<file path="src/rtl/orion_kbd_pkg.sv">
// rtl/orion_kbd_pkg.sv - shared types, PS/2 constants and the Orion keymap
package orion_kbd_pkg;

  typedef struct packed {
    logic       valid;
    logic       is_mod;
    logic [2:0] col;
    logic [2:0] row;
  } kbd_key_t;

  typedef enum logic [1:0] {RX_IDLE, RX_DATA, RX_PARITY, RX_STOP} rx_state_t;

  localparam logic [7:0] PS2_E0  = 8'hE0;
  localparam logic [7:0] PS2_F0  = 8'hF0;
  localparam logic [7:0] PS2_BAT = 8'hAA;
  localparam logic [7:0] PS2_ACK = 8'hFA;

  localparam int MOD_SS   = 0;
  localparam int MOD_CTRL = 1;
  localparam int MOD_RUS  = 2;

  function automatic kbd_key_t mk(input int c, input int r);
    return {1'b1, 1'b0, c[2:0], r[2:0]};
  endfunction

  // Modifier entries reuse row as the modifier index and col as the instance (left/right).
  function automatic kbd_key_t mm(input int idx, input int inst);
    return {1'b1, 1'b1, inst[2:0], idx[2:0]};
  endfunction

  // Lookup key is {ext, scancode}; anything not listed is unmapped.
  function automatic kbd_key_t kbd_keymap(input logic [8:0] code);
    kbd_key_t k;
    k = '0;
    case (code)
      9'h16C: k = mk(0, 0);  9'h005: k = mk(0, 1);  9'h006: k = mk(0, 2);  9'h004: k = mk(0, 3);
      9'h00C: k = mk(0, 4);  9'h16B: k = mk(0, 5);  9'h174: k = mk(0, 6);  9'h175: k = mk(0, 7);
      9'h00D: k = mk(1, 0);  9'h066: k = mk(1, 1);  9'h05A: k = mk(1, 2);  9'h172: k = mk(1, 3);
      9'h076: k = mk(1, 4);  9'h045: k = mk(1, 5);  9'h016: k = mk(1, 6);  9'h01E: k = mk(1, 7);
      9'h026: k = mk(2, 0);  9'h01C: k = mk(2, 1);  9'h032: k = mk(2, 2);  9'h021: k = mk(2, 3);
      9'h023: k = mk(2, 4);  9'h024: k = mk(2, 5);  9'h02B: k = mk(2, 6);  9'h034: k = mk(2, 7);
      9'h033: k = mk(3, 0);  9'h043: k = mk(3, 1);  9'h03B: k = mk(3, 2);  9'h042: k = mk(3, 3);
      9'h04B: k = mk(3, 4);  9'h03A: k = mk(3, 5);  9'h031: k = mk(3, 6);  9'h044: k = mk(3, 7);
      9'h04D: k = mk(4, 0);  9'h015: k = mk(4, 1);  9'h02D: k = mk(4, 2);  9'h01B: k = mk(4, 3);
      9'h02C: k = mk(4, 4);  9'h03C: k = mk(4, 5);  9'h02A: k = mk(4, 6);  9'h01D: k = mk(4, 7);
      9'h022: k = mk(5, 0);  9'h035: k = mk(5, 1);  9'h01A: k = mk(5, 2);  9'h025: k = mk(5, 3);
      9'h02E: k = mk(5, 4);  9'h036: k = mk(5, 5);  9'h03D: k = mk(5, 6);  9'h03E: k = mk(5, 7);
      9'h046: k = mk(6, 0);  9'h04E: k = mk(6, 1);  9'h055: k = mk(6, 2);  9'h041: k = mk(6, 3);
      9'h049: k = mk(6, 4);  9'h04A: k = mk(6, 5);  9'h04C: k = mk(6, 6);  9'h052: k = mk(6, 7);
      9'h029: k = mk(7, 0);  9'h054: k = mk(7, 1);  9'h05B: k = mk(7, 2);  9'h05D: k = mk(7, 3);
      9'h00E: k = mk(7, 4);  9'h170: k = mk(7, 5);  9'h17D: k = mk(7, 6);  9'h17A: k = mk(7, 7);
      9'h012: k = mm(MOD_SS, 0);    9'h059: k = mm(MOD_SS, 1);
      9'h014: k = mm(MOD_CTRL, 0);  9'h114: k = mm(MOD_CTRL, 1);
      9'h058: k = mm(MOD_RUS, 0);
      default: k = '0;
    endcase
    return k;
  endfunction

endpackage

</file>
<file path="src/rtl/orion_ps2_kbd_matrix_ps2_rx_frame.sv">
// rtl/orion_ps2_kbd_matrix_ps2_rx_frame.sv - PS/2 synchroniser, frame FSM and timeout
module ps2_rx_frame
  import orion_kbd_pkg::*;
#(
  parameter int TIMEOUT_CYCLES = 5000,
  parameter int SYNC_STAGES    = 2
) (
  input  logic       i_clk,
  input  logic       i_reset,
  input  logic       i_ps2_clk,
  input  logic       i_ps2_data,
  output logic       o_code_stb,
  output logic [7:0] o_code,
  output logic       o_frame_err
);

  localparam int TW = $clog2(TIMEOUT_CYCLES + 1);
  localparam logic [TW-1:0] TMO_MAX = TW'(TIMEOUT_CYCLES);

  logic [SYNC_STAGES-1:0] clk_sync, dat_sync;
  logic                   clk_prev;
  logic                   fall, dat;
  rx_state_t              state_q, state_d;
  logic [2:0]             bit_cnt_q, bit_cnt_d;
  logic [7:0]             shift_q, shift_d;
  logic                   par_q, par_d;
  logic [TW-1:0]          tmo_q, tmo_d;
  logic                   stb_d, err_d, timeout;

  assign fall   = clk_prev & ~clk_sync[SYNC_STAGES-1];
  assign dat    = dat_sync[SYNC_STAGES-1];
  assign o_code = shift_q;

  // Synchronise both PS/2 lines; idle-high reset value avoids a false edge.
  always_ff @(posedge i_clk) begin
    if (i_reset) begin
      clk_sync <= '1;
      dat_sync <= '1;
      clk_prev <= 1'b1;
    end else begin
      clk_sync <= {clk_sync[SYNC_STAGES-2:0], i_ps2_clk};
      dat_sync <= {dat_sync[SYNC_STAGES-2:0], i_ps2_data};
      clk_prev <= clk_sync[SYNC_STAGES-1];
    end
  end

  // Frame state and registered strobes.
  always_ff @(posedge i_clk) begin
    if (i_reset) begin
      state_q     <= RX_IDLE;
      bit_cnt_q   <= '0;
      shift_q     <= '0;
      par_q       <= 1'b0;
      tmo_q       <= '0;
      o_code_stb  <= 1'b0;
      o_frame_err <= 1'b0;
    end else begin
      state_q     <= state_d;
      bit_cnt_q   <= bit_cnt_d;
      shift_q     <= shift_d;
      par_q       <= par_d;
      tmo_q       <= tmo_d;
      o_code_stb  <= stb_d;
      o_frame_err <= err_d;
    end
  end

  // Next state: one transition per falling edge; a stalled frame is dropped at the timeout.
  always_comb begin
    state_d   = state_q;
    bit_cnt_d = bit_cnt_q;
    shift_d   = shift_q;
    par_d     = par_q;
    stb_d     = 1'b0;
    err_d     = 1'b0;
    timeout   = (state_q != RX_IDLE) && (tmo_q == TMO_MAX);
    if (state_q == RX_IDLE || fall) tmo_d = '0;
    else if (!timeout)              tmo_d = tmo_q + TW'(1);
    else                            tmo_d = tmo_q;
    if (timeout) begin
      state_d = RX_IDLE;
      err_d   = 1'b1;
      tmo_d   = '0;
    end else if (fall) begin
      case (state_q)
        RX_IDLE: begin
          if (!dat) begin
            state_d   = RX_DATA;
            bit_cnt_d = '0;
          end else begin
            err_d = 1'b1;
          end
        end
        RX_DATA: begin
          shift_d = {dat, shift_q[7:1]};
          if (bit_cnt_q == 3'd7) state_d = RX_PARITY;
          else                   bit_cnt_d = bit_cnt_q + 3'd1;
        end
        RX_PARITY: begin
          par_d   = dat;
          state_d = RX_STOP;
        end
        RX_STOP: begin
          if (dat && (^{shift_q, par_q})) stb_d = 1'b1;
          else                            err_d = 1'b1;
          state_d = RX_IDLE;
        end
        default: state_d = RX_IDLE;
      endcase
    end
  end

endmodule

</file>
<file path="src/rtl/orion_ps2_kbd_matrix.sv">
// rtl/orion_ps2_kbd_matrix.sv - PS/2 to Orion 8x8 key matrix responder (optional KBD_RESET_KEY_EN)
module orion_ps2_kbd_matrix
  import orion_kbd_pkg::*;
#(
  parameter int TIMEOUT_CYCLES = 5000,
  parameter int SYNC_STAGES    = 2
) (
  input  logic       i_clk,
  input  logic       i_reset,
  input  logic       i_ps2_clk,
  input  logic       i_ps2_data,
  input  logic [7:0] i_col_sel,
  output logic [7:0] o_rows,
  output logic [2:0] o_mods,
  output logic       o_frame_err,
  output logic       o_reset_req
);

  logic            rx_stb;
  logic [7:0]      rx_code;
  logic [7:0][7:0] matrix_q, matrix_d;   // [col][row]
  logic [5:0]      mod_q, mod_d;         // {index, instance}
  logic            ext_q, ext_d, brk_q, brk_d;
  logic            code_key;             // strobe carries a non-prefix key code
  logic [2:0]      mod_idx;
  kbd_key_t        key;

  ps2_rx_frame #(.TIMEOUT_CYCLES(TIMEOUT_CYCLES), .SYNC_STAGES(SYNC_STAGES)) u_rx (
    .i_clk       (i_clk),
    .i_reset     (i_reset),
    .i_ps2_clk   (i_ps2_clk),
    .i_ps2_data  (i_ps2_data),
    .o_code_stb  (rx_stb),
    .o_code      (rx_code),
    .o_frame_err (o_frame_err)
  );

  assign key      = kbd_keymap({ext_q, rx_code});
  assign mod_idx  = {key.row[1:0], key.col[0]};
  assign code_key = rx_stb && rx_code != PS2_E0 && rx_code != PS2_F0 &&
                    rx_code != PS2_BAT && rx_code != PS2_ACK;

  // Decode: prefixes arm flags, key codes set or clear their bit, then flags drop.
  always_comb begin
    matrix_d = matrix_q;
    mod_d    = mod_q;
    ext_d    = ext_q;
    brk_d    = brk_q;
    if (rx_stb && rx_code == PS2_E0) ext_d = 1'b1;
    if (rx_stb && rx_code == PS2_F0) brk_d = 1'b1;
    if (code_key) begin
      ext_d = 1'b0;
      brk_d = 1'b0;
      if (key.valid && key.is_mod) mod_d[mod_idx] = ~brk_q;
      else if (key.valid)          matrix_d[key.col][key.row] = ~brk_q;
    end
  end

  // Key state registers and the registered, active-low modifier port.
  always_ff @(posedge i_clk) begin
    if (i_reset) begin
      matrix_q <= '0;
      mod_q    <= '0;
      ext_q    <= 1'b0;
      brk_q    <= 1'b0;
      o_mods   <= 3'b111;
    end else begin
      matrix_q <= matrix_d;
      mod_q    <= mod_d;
      ext_q    <= ext_d;
      brk_q    <= brk_d;
      o_mods[MOD_SS]   <= ~|mod_q[2*MOD_SS   +: 2];
      o_mods[MOD_CTRL] <= ~|mod_q[2*MOD_CTRL +: 2];
      o_mods[MOD_RUS]  <= ~|mod_q[2*MOD_RUS  +: 2];
    end
  end

  // Scan response: a row reads low if any selected column has a key down in it.
  always_comb begin
    o_rows = 8'hFF;
    for (int c = 0; c < 8; c++) begin
      if (!i_col_sel[c]) o_rows = o_rows & ~matrix_q[c];
    end
  end

`ifdef KBD_RESET_KEY_EN
  logic [1:0] alt_q, alt_d;
  logic       del_q, del_d, armed_q, armed_d, rreq_d, trio_make;

  // Ctrl-Alt-Del: fire on the make that completes the chord, re-arm once all are up.
  always_comb begin
    alt_d     = alt_q;
    del_d     = del_q;
    armed_d   = armed_q;
    rreq_d    = 1'b0;
    trio_make = 1'b0;
    if (code_key && rx_code == 8'h11) alt_d[ext_q] = ~brk_q;
    if (code_key && ext_q && rx_code == 8'h71) del_d = ~brk_q;
    if (code_key && !brk_q)
      trio_make = (rx_code == 8'h11) || (ext_q && rx_code == 8'h71) ||
                  (key.valid && key.is_mod && key.row == 3'(MOD_CTRL));
    if (trio_make && armed_q && (|mod_d[2*MOD_CTRL +: 2]) && (|alt_d) && del_d) begin
      rreq_d  = 1'b1;
      armed_d = 1'b0;
    end
    if (!(|mod_d[2*MOD_CTRL +: 2]) && !(|alt_d) && !del_d) armed_d = 1'b1;
  end

  // Chord tracking state.
  always_ff @(posedge i_clk) begin
    if (i_reset) begin
      alt_q       <= '0;
      del_q       <= 1'b0;
      armed_q     <= 1'b1;
      o_reset_req <= 1'b0;
    end else begin
      alt_q       <= alt_d;
      del_q       <= del_d;
      armed_q     <= armed_d;
      o_reset_req <= rreq_d;
    end
  end
`else
  assign o_reset_req = 1'b0;
`endif

endmodule

</file>
<file path="config.mk">
export PLATFORM = sky130hd
export DESIGN_NAME = orion_ps2_kbd_matrix
export DESIGN_NICKNAME = d
export VERILOG_FILES = /design/src/rtl/orion_kbd_pkg.sv /design/src/rtl/orion_ps2_kbd_matrix_ps2_rx_frame.sv /design/src/rtl/orion_ps2_kbd_matrix.sv
export SDC_FILE = /design/constraint.sdc
export NUM_CORES = 1
export LEC_CHECK = 0
export CORE_MARGIN = 2
export CORE_UTILIZATION = 50
export DETAILED_ROUTE_END_ITERATION = 10
export PLACE_DENSITY_LB_ADDON = 0.2
export SYNTH_ARGS = -nofsm -noshare
export SYNTH_HDL_FRONTEND = slang
export SYNTH_HIERARCHICAL = 1
export SYNTH_SLANG_ARGS = --single-unit
</file>
<file path="constraint.sdc">
create_clock -name i_clk -period 3.2 [get_ports i_clk]
set_input_delay 0.64 -clock i_clk [delete_from_list [all_inputs] [get_ports i_clk]]
set_output_delay 0.64 -clock i_clk [all_outputs]
set_load 0.01 [all_outputs]
</file>
# --- Yosys cells after proc, flatten, opt, wreduce, memory -nomap -nowiden ---
# Cells that the tools add are included.
totals:
  register_bits: 109
  latchBits: 0
  mem_bits_rw: 0
  mem_bits_ro: 0
  output_inout_bits: 13
  elab_cells: 197
  memories: 0
op_classes:
  addsub: 2
  multipliers: 0
  n_div: 0
  magnitude_cmp: 6
  eq_ne: 83
  n_shift: 0
  muxes: 29
  bitwise: 22
  reduce_logical: 33
op_table:
  columns: ["cell", "count"]
  rows:
  - ["case mux 8 bit (69 select lines)", 1]
  - ["equality test 9 x 6 -> 1 bit (second input constant)", 23]
  - ["equality test 9 x 7 -> 1 bit (second input constant)", 22]
  - ["equality test 9 x 5 -> 1 bit (second input constant)", 9]
  - ["equality test 9 bit (second input constant)", 9]
  - ["two-way mux 8 bit", 9]
  - ["bitwise mux 64 bit", 1]
  - ["NOT 8 bit", 8]
  - ["AND 8 bit", 7]
  - ["inequality test 8 bit (second input constant)", 4]
  - ["equality test 9 x 3 -> 1 bit (second input constant)", 3]
  - ["equality test 9 x 4 -> 1 bit (second input constant)", 3]
  - ["demux 8 bit (select 3 bit)", 1]
  - ["equality test 8 bit (second input constant)", 2]
  - ["adder 13 x 1 -> 13 bit (second input constant)", 1]
  - ["equality test 13 bit (second input constant)", 1]
  - ["logical AND 1 bit", 12]
  - ["< comparator 3 x 4 -> 1 bit (second input constant)", 3]
  - ["AND reduction 3 bit", 4]
  - ["OR reduction 2 bit", 5]
  - ["greater-or-equal comparator 3 x 1 -> 1 bit (second input constant)", 3]
  - ["parity 9 bit", 1]
  - ["case mux 2 bit (4 select lines)", 1]
  - ["two-way mux 1 bit", 7]
  - ["other kinds (22)", 35]

# --- Longest topological paths before layout ---
# Gate-level depths: netlist of run 1.
depth:
  depth_word: 16
  mapped_depth: 13
  depth_no_buf: 8

# --- Modules after synthesis ---
# Netlist of run 1, hierarchy kept.
modules_own_cells:
  columns: ["mod", "n_inst", "cells_each", "area_each_um2", "seq_area_each_um2"]
  rows:
  - ["orion_ps2_kbd_matrix", 1, 679, 5064.9, 1501.4]
  - ["ps2_rx_frame", 1, 174, 1590.3, 680.7]

# --- Worst setup path before layout of run 1 ---
# No wires, ideal clock.
synth_path:
  kind: "register -> register"
  startpoint: "register u_rx.shift_q[7], in the netlist u_rx/o_code[7]"
  endpoint: "register matrix_q[48] (netlist bit)"
  arrival_time_ns: 2.782
  t_required_ns: 3.109
  setup_slack_ns: 0.327
  path_stages_with_launch: 13
  synth_period_minus_slack_ns: 2.873
  cell_sequence: "dfxtp_1 -> buf_4 -> and4b_1 -> buf_6 -> and4_4 -> or4_1 -> or4_1 -> buf_2 -> buf_6 -> nor3_4 -> buf_6 -> a21oi_1 -> a311oi_1"
synth_between:
  elab_chain_cells: 9
synth_lines:
  columns: ["item", "line", "text"]
  rows:
  - ["start: declaration", "orion_ps2_kbd_matrix_ps2_rx_frame.sv:25", "logic [7:0] shift_q, shift_d;"]
  - ["start signal: assignment", "orion_ps2_kbd_matrix_ps2_rx_frame.sv:60", "shift_q <= shift_d;"]
  - ["equality test 9 x 7 -> 1 bit (tied with other cells)", "orion_kbd_pkg.sv:35", "case (code)"]
  - ["case mux 8 bit (69 select lines)", "orion_kbd_pkg.sv:35", null]
  - ["< comparator 3 x 4 -> 1 bit (implied by the code) / greater-or-equal comparator 3 x 1 -> 1 bit (equally long branches)", "orion_ps2_kbd_matrix.sv:55", "else if (key.valid) matrix_d[key.col][key.row] = ~brk_q;"]
  - ["logical AND 1 bit (implied by the code)", "orion_ps2_kbd_matrix.sv:55", null]
  - ["two-way mux 1 bit (implied by the code)", "orion_ps2_kbd_matrix.sv:55", null]
  - ["demux 1 bit (select 3 bit)", "orion_ps2_kbd_matrix.sv:55", null]
  - ["two-way mux 8 bit (implied by the code)", "orion_ps2_kbd_matrix.sv:55", null]
  - ["demux 8 bit (select 3 bit)", "orion_ps2_kbd_matrix.sv:55", null]
  - ["bitwise mux 64 bit", "orion_ps2_kbd_matrix.sv:55", null]
  - ["end signal: assignment", "orion_ps2_kbd_matrix.sv:68", "matrix_q <= matrix_d;"]
  - ["end: declaration", "orion_ps2_kbd_matrix.sv:21", "logic [7:0][7:0] matrix_q, matrix_d;"]
# Several ways; a longest one is shown, not always the timed one.
# A chain may end at the register's enable or synchronous reset.

# --- Worst setup path in the final report of run 1 ---
layout_path:
  startpoint: "input i_col_sel[5]"
  endpoint: "output o_rows[5]"
layout_between:
  elab_chain_cells: 5
layout_lines:
  columns: ["item", "line", "text"]
  rows:
  - ["start: declaration", "orion_ps2_kbd_matrix.sv:12", "input logic [7:0] i_col_sel,"]
  - ["two-way mux 8 bit *", "orion_ps2_kbd_matrix.sv:82", "if (!i_col_sel[c]) o_rows = o_rows & ~matrix_q[c];"]
  - ["AND 8 bit", "orion_ps2_kbd_matrix.sv:82", null]
  - ["two-way mux 8 bit *", "orion_ps2_kbd_matrix.sv:82", null]
  - ["AND 8 bit", "orion_ps2_kbd_matrix.sv:82", null]
  - ["two-way mux 8 bit *", "orion_ps2_kbd_matrix.sv:82", null]
  - ["end: declaration", "orion_ps2_kbd_matrix.sv:13", "output logic [7:0] o_rows,"]
# Every way passes the cells marked *; elsewhere a longest branch is shown, timed or not.

==> results.json, run 1 <==
{
  "status": "completed",
  "fin_ws_ns": 0.0616,
  "grt_max_degree": 43,
  "maxSlewViolCount": 0,
  "dieArea_um2": 14200,
  "n_antenna_cell": 0,
  "fin_crit_sh_pct": 98.1,
  "finalHoldViolCount": 0,
  "gr-total-overflow": 0,
  "yosysSeqAreaShare_pct": 32.8,
  "cts.path.max_buffers": 2,
  "cts.sinks": 109,
  "synth_warnings": 6,
  "syn_nets": 874,
  "cp.arrival_ns": 2.50,
  "coreArea_um2": 13100,
  "dpl.hpwl_um": 14400,
  "post_cts_resized": 1,
  "critical_path.max_fanout": 4,
  "clkTransAtPathRegs_ns": 0.07,
  "layout_commonest_cell": "dfxtp_1",
  "start_util_pct": 50.7,
  "drv_cap": 0,
  "start_kind": "input pin",
  "worst-slew-pin-transition_ns": 0.685,
  "ant_nets": 0,
  "crit_slowest_cell": "clkdlybuf4s50_1",
  "synth_edf_count": 0,
  "hold_buffers": 0,
  "port_buffers": 23,
  "final.setup_skew_ns": 0.0103,
  "syn-cell-area_um2": 6660,
  "grt_use_total_pct": 27.7,
  "avgSynthCellArea_um2": 7.80,
  "io_pins": 25,
  "hold_path.class": "reg -> reg",
  "grt_pass1_vias": 6119,
  "nFillCells": 1197,
  "pwr_density_cell_nw_per_um2": 323,
  "grt_antenna_before_repair": 0,
  "final_cell_mix": "dfxtp_1, nand2_1, buf_4",
  "grt_pass1_wl_um": 31800,
  "fmax_mhz": 319,
  "peakVddDrop_v": 0.000297,
  "vias_per_cell": 5.98,
  "drc_errors": 0,
  "cts_buffers": 9,
  "netlist_instances": 853,
  "gp_congestion": 1.03,
  "nets": 928,
  "end_kind": "primary output",
  "clkLatencyLatePin_ns": 0.36,
  "min_path_cells": 1,
  "worst_hold_slack_ns": 0.416,
  "cts_setup_buffers": 0,
  "crit_path_cell_trace": "clkdlybuf4s50_1 -> buf_4 -> o22ai_1 -> nor4_1 -> clkdlybuf4s50_1",
  "crit_type": "in -> out",
  "rows": 42,
  "cts_root_buf": "clkbuf_16",
  "ys_types": 74,
  "die_x_um": 119,
  "worst_ep_required_time_ns": 2.56,
  "cpMostUsedCell": "clkdlybuf4s50_1",
  "dr.pass1.iters": 5,
  "layout-drive-gt1-share_pct": 15.7,
  "setup_viol": 0,
  "area_delta_synth_final_pct": 17.6,
  "drtIter0Drc": 718,
  "leakagePower_nw": 2.92,
  "slowest_delay_ns": 0.60,
  "wl_per_cell_um": 18.0,
  "h-tree-depth": 3,
  "die_height_um": 119,
  "slew_headroom_pct": 53.9,
  "worstRegToRegCells": 10,
  "synth_seq_cells": 109,
  "min_period_ns": 3.14,
  "drt-total-wl_um": 19600,
  "cts_tree": "done",
  "rsz0062_at_grt": "no",
  "vias": 6510,
  "synth_flop_cell": "dfxtp_1",
  "async_flop_share_pct": 0,
  "place_ws_ns": 0.000235
}
==> registers in the layout, indices dropped and copies added (netlist names) <==
register and count:
mod_q 6, u_rx/clk_prev 1, o_mods 3, u_rx/o_code_stb 1
u_rx/o_code 8, u_rx/state_q 2, u_rx/dat_sync 2, u_rx/bit_cnt_q 3
ext_q 1, u_rx/clk_sync 2, brk_q 1, matrix_q 64
u_rx/tmo_q 13, u_rx/par_q 1, u_rx/o_frame_err 1
==> Yosys cell counts, types with 6 or more instances <==
| cell | instances | area share (%) |
|---|---|---|
| a21oi_1 | 39 | 2.9 |
| and3_1 | 6 | 0.56 |
| buf_2 | 19 | 1.4 |
| buf_4 | 9 | 1.0 |
| buf_6 | 7 | 1.2 |
| clkbuf_1 | 38 | 2.1 |
| dfxtp_1 | 109 | 33 |
| ha_1 | 9 | 1.7 |
| inv_1 | 73 | 4.1 |
| mux2i_1 | 39 | 5.9 |
| nand2_1 | 91 | 5.1 |
| nand2b_1 | 16 | 1.5 |
| nand3_1 | 42 | 3.2 |
| nand4_1 | 24 | 2.3 |
| nor2_1 | 42 | 2.4 |
| nor2b_1 | 14 | 1.3 |
| nor3_1 | 12 | 0.90 |
| nor3b_1 | 7 | 0.79 |
| nor4_1 | 15 | 1.4 |
| o211ai_1 | 19 | 2.1 |
| o21ai_0 | 36 | 2.7 |
| o22ai_1 | 37 | 3.5 |
| o31ai_1 | 15 | 1.7 |
| or2_2 | 7 | 0.66 |
| or3_1 | 16 | 1.5 |
| or4_1 | 8 | 0.90 |
| xnor2_1 | 6 | 0.79 |
| xor2_1 | 12 | 1.6 |
==> routing by layer <==
layer / GRT usage, % / up-vias / routed length [um]
met5: 0 / - / 0
met4: 8.60 / 0 / 410
met2: 42.2 / 229 / 8660
met3: 4.60 / 39 / 1210
li1: - / 3128 / -
met1: 40.2 / 3114 / 9270
==> worst max-delay path: cells and delay by family <==
kind | cells | cell delay, ns
buffers and inverters | 3 | 1.35
AND/OR/NAND/NOR | 1 | 0.38
AO/OA/AOI/OAI | 1 | 0.13
==> layout make-up <==
| type | count | area (um^2) | share of cell area (%) |
|---|---|---|---|
| tap | 176 | 220 | 2.81 |
| sequential | 109 | 2190 | 28.0 |
| inverter | 75 | 282 | 3.60 |
| multi-input combinational | 593 | 3820 | 48.8 |
| clock buffer | 10 | 229 | 2.93 |
| timing repair buffer | 119 | 1030 | 13.2 |
| clock inverter | 6 | 52.6 | 0.671 |
==> where the power goes <==
part | switching (W) | internal [W] | total, W
sequential | 0.00000170 | 0.00136 | 0.00136
clock | 0.000540 | 0.000545 | 0.00108
combinational | 0.0000556 | 0.0000313 | 0.0000869
total | 0.000597 | 0.00193 | 0.00253
==> metrics by stage <==
stage | std cells | TNS (ns) | instance area, um^2 | power [W] | util, %
floorplan | 853 | 0 | 6660 | 0.00144 | -
global placement | 1072 | -0.0113 | 7500 | 0.00148 | 57.1
detailed placement | 1072 | 0 | 7500 | 0.00148 | 57.1
CTS | 1088 | 0 | 7790 | 0.00255 | 59.3
global route | 1088 | 0 | 7830 | 0.00260 | 59.6
finish | 1088 | 0 | 7830 | 0.00253 | 59.6
==> cell families (layout without fill, tap and decap cells) <==
group / after synthesis / count (layout) / share of synthesized area [%]
AOI/OAI and AO/OA: 185 / 185 / 17.8
DFF: 109 / 109 / 32.8
adders and majority gates: 10 / 10 / 1.84
other: 1 / 1 / 0.0563
muxes: 39 / 39 / 5.87
buffers and inverters: 151 / 210 / 10.2
xor gates and xnor gates: 20 / 20 / 3.05
and+or+nand+nor: 338 / 338 / 28.4
==> final timing paths <==
check                           to  slack (ns)        startpoint
setup reg to reg          mod_q[2]        0.14    u_rx/o_code[3]
hold / removal    u_rx/clk_sync[1]        0.42  u_rx/clk_sync[0]
hold reg to reg   u_rx/clk_sync[1]        0.42  u_rx/clk_sync[0]
setup / recovery         o_rows[5]        0.06      i_col_sel[5]
Power figures use the tool's default switching activity.
==> run 2: changes to the inputs <==
CORE_MARGIN = unset   (was 2)
==> run 2 against run 1 <==
Against the previous run: sequential share of layout area up 0.55 points; clock skew down 0.0051 ns; cell area down 1.7%; final cell count down 2.8%; register-to-register slack better by 0.04 ns; worst hold slack better by 0.012 ns; non-clock buffer count down 26; fmax about the same; largest power group unchanged; sequential cell count unchanged; total power up 0.79%.
==> results.json, run 2 (synthesis gave the netlist of run 1 again) <==
{
  "stdcell_area_um2": 7700,
  "final_cell_mix": "dfxtp_1, nand2_1, inv_1",
  "setup_viol": 0,
  "cts.path.max_buffers": 2,
  "rsz0062_at_grt": "no",
  "start_util_pct": 52.1,
  "largest_register_ff_count": 64,
  "regMostFlops": "matrix_q",
  "crit_type": "in -> out",
  "drt-total-wl_um": 18800,
  "cts_tree": "done",
  "die_x_um": 117,
  "h-tree-depth": 3,
  "die_height_um": 117,
  "worst-slew-pin-transition_ns": 0.633,
  "rows": 41,
  "fin_ws_ns": 0.0641,
  "min_period_ns": 3.14,
  "worst_ep_required_time_ns": 2.56,
  "cts_buffers": 9,
  "drc_errors": 0,
  "final_cells": 1058,
  "gp_congestion": 1.09,
  "dr.pass1.iters": 7,
  "drv_cap": 0,
  "n_antenna_cell": 0,
  "grt_pass1_wl_um": 31400,
  "crit_slowest_cell": "clkdlybuf4s50_1",
  "cpMostUsedCell": "clkdlybuf4s50_1",
  "critical_path.max_fanout": 8,
  "grt_max_degree": 43,
  "start_kind": "input pin",
  "dp.cells": 1041,
  "hold_buffers": 0,
  "clkLatencyLatePin_ns": 0.36,
  "placed_area_um2": 7360,
  "p_total_w": 0.00255,
  "drtIter0Drc": 653,
  "slowest_delay_ns": 0.69,
  "dpl.hpwl_um": 13600,
  "status": "completed",
  "cp.arrival_ns": 2.50,
  "gr-total-overflow": 0,
  "slew_headroom_pct": 56.7,
  "cts_root_buf": "clkbuf_16",
  "wl_per_cell_um": 17.8,
  "grt_use_total_pct": 28.0,
  "crit_path_cell_trace": "clkdlybuf4s50_1 -> o22ai_1 -> nor4_1 -> clkdlybuf4s50_1",
  "coreArea_um2": 12800,
  "layout_commonest_cell": "dfxtp_1",
  "finalHoldViolCount": 0,
  "area_delta_synth_final_pct": 15.6,
  "peakVddDrop_v": 0.000470,
  "nets": 902,
  "cts.sinks": 109,
  "layout-drive-gt1-share_pct": 13.7,
  "io_pins": 25,
  "pwr_density_cell_nw_per_um2": 331,
  "grt_antenna_before_repair": 0,
  "maxSlewViolCount": 0,
  "ant_nets": 0,
  "port_buffers": 23,
  "vias_per_cell": 6.11,
  "fmax_mhz": 319,
  "grt_pass1_vias": 6207,
  "end_kind": "primary output",
  "leakagePower_nw": 2.81,
  "postLayoutCoreUtil_pct": 60.3,
  "nFillCells": 1150,
  "clkTransAtPathRegs_ns": 0.08,
  "place_ws_ns": -0.0439,
  "hold_path.class": "reg -> reg",
  "dieArea_um2": 13800,
  "fin_crit_sh_pct": 98.0,
  "final.setup_skew_ns": 0.00517,
  "vias": 6467
}
## run 2: cell count changes in the layout (fill, tap and decap cells not counted), moves of 2 or more
cell	delta
dfxtp_1	-3
buf_12	+5
nor3_1	-2
dfxtp_2	+2
buf_4	-30
nor3_2	+2
## run 2: per-layer routing
layer | global-route usage, % | wire length [um]
met5 | 0 | 0
met4 | 9.17 | 515
met3 | 8.12 | 1750
met2 | 42.8 | 8300
met1 | 37.8 | 8240
## run 2: worst max-delay path: cells and delay by family
| kind | cells | cell delay, ns |
|---|---|---|
| AOI/OAI and AO/OA | 1 | 0.25 |
| buffers and inverters | 2 | 1.29 |
| and+or+nand+nor | 1 | 0.31 |
## run 2: layout make-up
class                      instances  area, um^2  share of cell area, %
tap                              172         215                   2.80
clock buffer                      10         229                   2.98
multi-input combinational        593        3820                   49.6
timing repair buffer              93         893                   11.6
sequential                       109        2190                   28.5
clock inverter                     6        63.8                  0.829
inverter                          75         282                   3.66
## run 2: metrics by stage
step                hold slack [ns]  TNS [ns]
floorplan                     0.389         0
global placement              0.393    -0.281
detailed placement            0.414    -0.153
CTS                           0.435         0
global route                  0.451         0
finish                        0.428         0
## run 2: timing repair
action / in CTS / in global routing
setup buffers: 0 / 1
setup endpoints to repair: 10 / 49
gates resized for setup: 3 / 11
pin swaps: 0 / 1
## run 2: final timing paths
path / start / to / slack [ns] / cells past startpoint
worst min-delay path: u_rx/clk_sync[0] / u_rx/clk_sync[1] / 0.43 / 1
worst max-delay path: i_col_sel[7] / o_rows[1] / 0.06 / 4
worst max register to register: u_rx/o_code[1] / matrix_q[25] / 0.18 / 10
worst min register to register: u_rx/clk_sync[0] / u_rx/clk_sync[1] / 0.43 / 1
## run 2: report_power, final
part | switching [W] | total (W) | internal (W)
sequential | 0.00000188 | 0.00136 | 0.00136
clock | 0.000559 | 0.00111 | 0.000551
combinational | 0.0000527 | 0.0000826 | 0.0000299
total | 0.000613 | 0.00255 | 0.00194
==> run 3: changes to the inputs <==
SKIP_CTS_REPAIR_TIMING = 1   (was unset)
==> run 3 against run 2 <==
Against the previous run: fmax up 0.27%; critical path depth up 1; core utilization up 0.078 points; setup slack better by 0.0085 ns; global-route usage about the same; register-to-register slack about the same; combinational power about the same; worst hold slack about the same; first-iteration DRC count down 7.2%.
==> results.json, run 3 (synthesis gave the netlist of run 1 again) <==
{
  "place_ws_ns": -0.0439,
  "hold_path.class": "reg -> reg",
  "crit_type": "in -> out",
  "cts_root_buf": "clkbuf_16",
  "worst-path-buf-inv": 3,
  "gp_congestion": 1.09,
  "nets": 903,
  "grtUsageMet3_pct": 8.56,
  "worstRegToRegCells": 10,
  "layout_commonest_cell": "dfxtp_1",
  "busiest_layer": "met2",
  "cpMostUsedCell": "clkdlybuf4s50_1",
  "vias_per_cell": 6.08,
  "cts.sinks": 109,
  "register_area_um2": 2190,
  "clkTransAtPathRegs_ns": 0.08,
  "cts.path.max_buffers": 2,
  "io_pins": 25,
  "end_kind": "primary output",
  "drv_cap": 0,
  "cts_buffers": 9,
  "setup_viol": 0,
  "dieArea_um2": 13800,
  "largest_register_ff_count": 64,
  "cp.arrival_ns": 2.49,
  "layout-drive-gt1-share_pct": 13.8,
  "grt_use_met1_pct": 37.4,
  "rrSetupSlack_ns": 0.17,
  "die_height_um": 117,
  "hp-start": "u_rx/clk_sync[0]",
  "min_delay_worst_endpoint": "u_rx/clk_sync[1]",
  "p_sw_share_pct": 24.1,
  "grt_max_degree": 43,
  "stdcell_area_um2": 7710,
  "cp_top_family": "buffers and inverters",
  "grt_pass1_wl_um": 31400,
  "grt_use_total_pct": 28.0,
  "ant_nets": 0,
  "rows": 41,
  "die_x_um": 117,
  "drt-total-wl_um": 18800,
  "critical_path.max_fanout": 6,
  "pwr_density_cell_nw_per_um2": 331,
  "p_clk_share_pct": 43.5,
  "seqPwrFrac_pct": 53.2,
  "fin_ws_ns": 0.0725,
  "worst-slew-pin-transition_ns": 0.633,
  "cts_tree": "done",
  "p_int_w": 0.00194,
  "fin_crit_sh_pct": 97.7,
  "placed_area_um2": 7360,
  "multiInputGateArea_um2": 3820,
  "port_buffers": 23,
  "final_cells": 1059,
  "switching_power_w": 0.000614,
  "fmax_mhz": 320,
  "postLayoutCoreUtil_pct": 60.3,
  "drc_errors": 0,
  "finalHoldViolCount": 0,
  "crit_slowest_cell": "clkdlybuf4s50_1",
  "slowest_delay_ns": 0.66,
  "h-tree-depth": 3,
  "nFillCells": 1148,
  "wl_per_cell_um": 17.7,
  "vias": 6442,
  "reg2reg_to": "matrix_q[25]",
  "final.setup_skew_ns": 0.00518,
  "coreArea_um2": 12800,
  "dp.cells": 1041,
  "regToRegStartpoint": "u_rx/o_code[1]",
  "leakagePower_nw": 2.82,
  "maxSlewViolCount": 0,
  "area_delta_synth_final_pct": 15.8,
  "grt_pass1_vias": 6222,
  "final.setup.tns_ns": 0,
  "dpl.hpwl_um": 13600,
  "peakVddDrop_v": 0.000469,
  "crit_path_cell_trace": "clkdlybuf4s50_1 -> buf_4 -> o22ai_1 -> nor4_1 -> clkdlybuf4s50_1",
  "slew_headroom_pct": 56.7,
  "drtIter0Drc": 606,
  "regMostFlops": "matrix_q",
  "gr-usage-met2_pct": 42.8,
  "start_kind": "input pin",
  "dr.pass1.iters": 5,
  "clkLatencyLatePin_ns": 0.36,
  "pwr-share-comb_pct": 3.2,
  "status": "completed",
  "worst_ep_required_time_ns": 2.56,
  "n_antenna_cell": 0,
  "grt_antenna_before_repair": 0,
  "min_path_cells": 1,
  "start_util_pct": 52.1,
  "min_period_ns": 3.13,
  "rsz0062_at_grt": "no",
  "final_cell_mix": "dfxtp_1, nand2_1, inv_1",
  "gr-total-overflow": 0
}
run 3: changes by cell type in the layout (fill, tap and decap cells not counted):
| cell | change |
|---|---|
| buf_4 | +1 |
| dlymetal6s2s_1 | +1 |
| clkdlybuf4s50_1 | -1 |
run 3: metal layers:
metal  vias to the layer above  part of all wire, %
li1                       3077                    -
met1                      3014                   43
met2                       294                   45
met3                        57                  9.7
met4                         0                  2.6
met5                         -                    0
run 3: worst max-delay path by stage:
stage / start / to / slack, ns / cells after the start
floorplan: u_rx/o_code[7] / matrix_q[48] / 0.33 / 12
global placement: u_rx/o_code[0] / matrix_q[34] / -0.08 / 10
detailed placement: u_rx/o_code[0] / matrix_q[18] / -0.04 / 10
CTS: u_rx/o_code[6] / matrix_q[18] / -0.06 / 11
global route: i_col_sel[1] / o_rows[3] / 0.01 / 5
finish: i_col_sel[1] / o_rows[3] / 0.07 / 5
run 3: stage by stage:
| step | hold slack (ns) | power (W) |
|---|---|---|
| floorplan | 0.389 | 0.00144 |
| global placement | 0.393 | 0.00147 |
| detailed placement | 0.414 | 0.00147 |
| CTS | 0.435 | 0.00257 |
| global route | 0.451 | 0.00263 |
| finish | 0.427 | 0.00255 |
run 3: layout make-up:
class	count	area share, %
Tap cell	172	2.79
Inverter	75	3.65
Sequential cell	109	28.5
Timing Repair Buffer	94	11.7
Clock buffer	10	2.97
Multi-Input combinational cell	593	49.6
Clock inverter	6	0.828
run 3: worst register-to-register path, delay by kind of cell (launching register included):
kind,cells,cell delay (ns)
and+or+nand+nor,5,1.74
AOI/OAI and AO/OA,3,0.50
buffers and inverters,2,0.38
DFF,1,0.35
run 3: power by group through the flow:
| stage | Sequential (W) | Clock, W | Combinational, W |
|---|---|---|---|
| floorplan | 0.00139 | 0 | 0.0000471 |
| global placement | 0.00139 | 0 | 0.0000801 |
| detailed placement | 0.00139 | 0 | 0.0000815 |
| CTS | 0.00136 | 0.00113 | 0.0000817 |
| global route | 0.00136 | 0.00118 | 0.0000880 |
| finish | 0.00136 | 0.00111 | 0.0000824 |
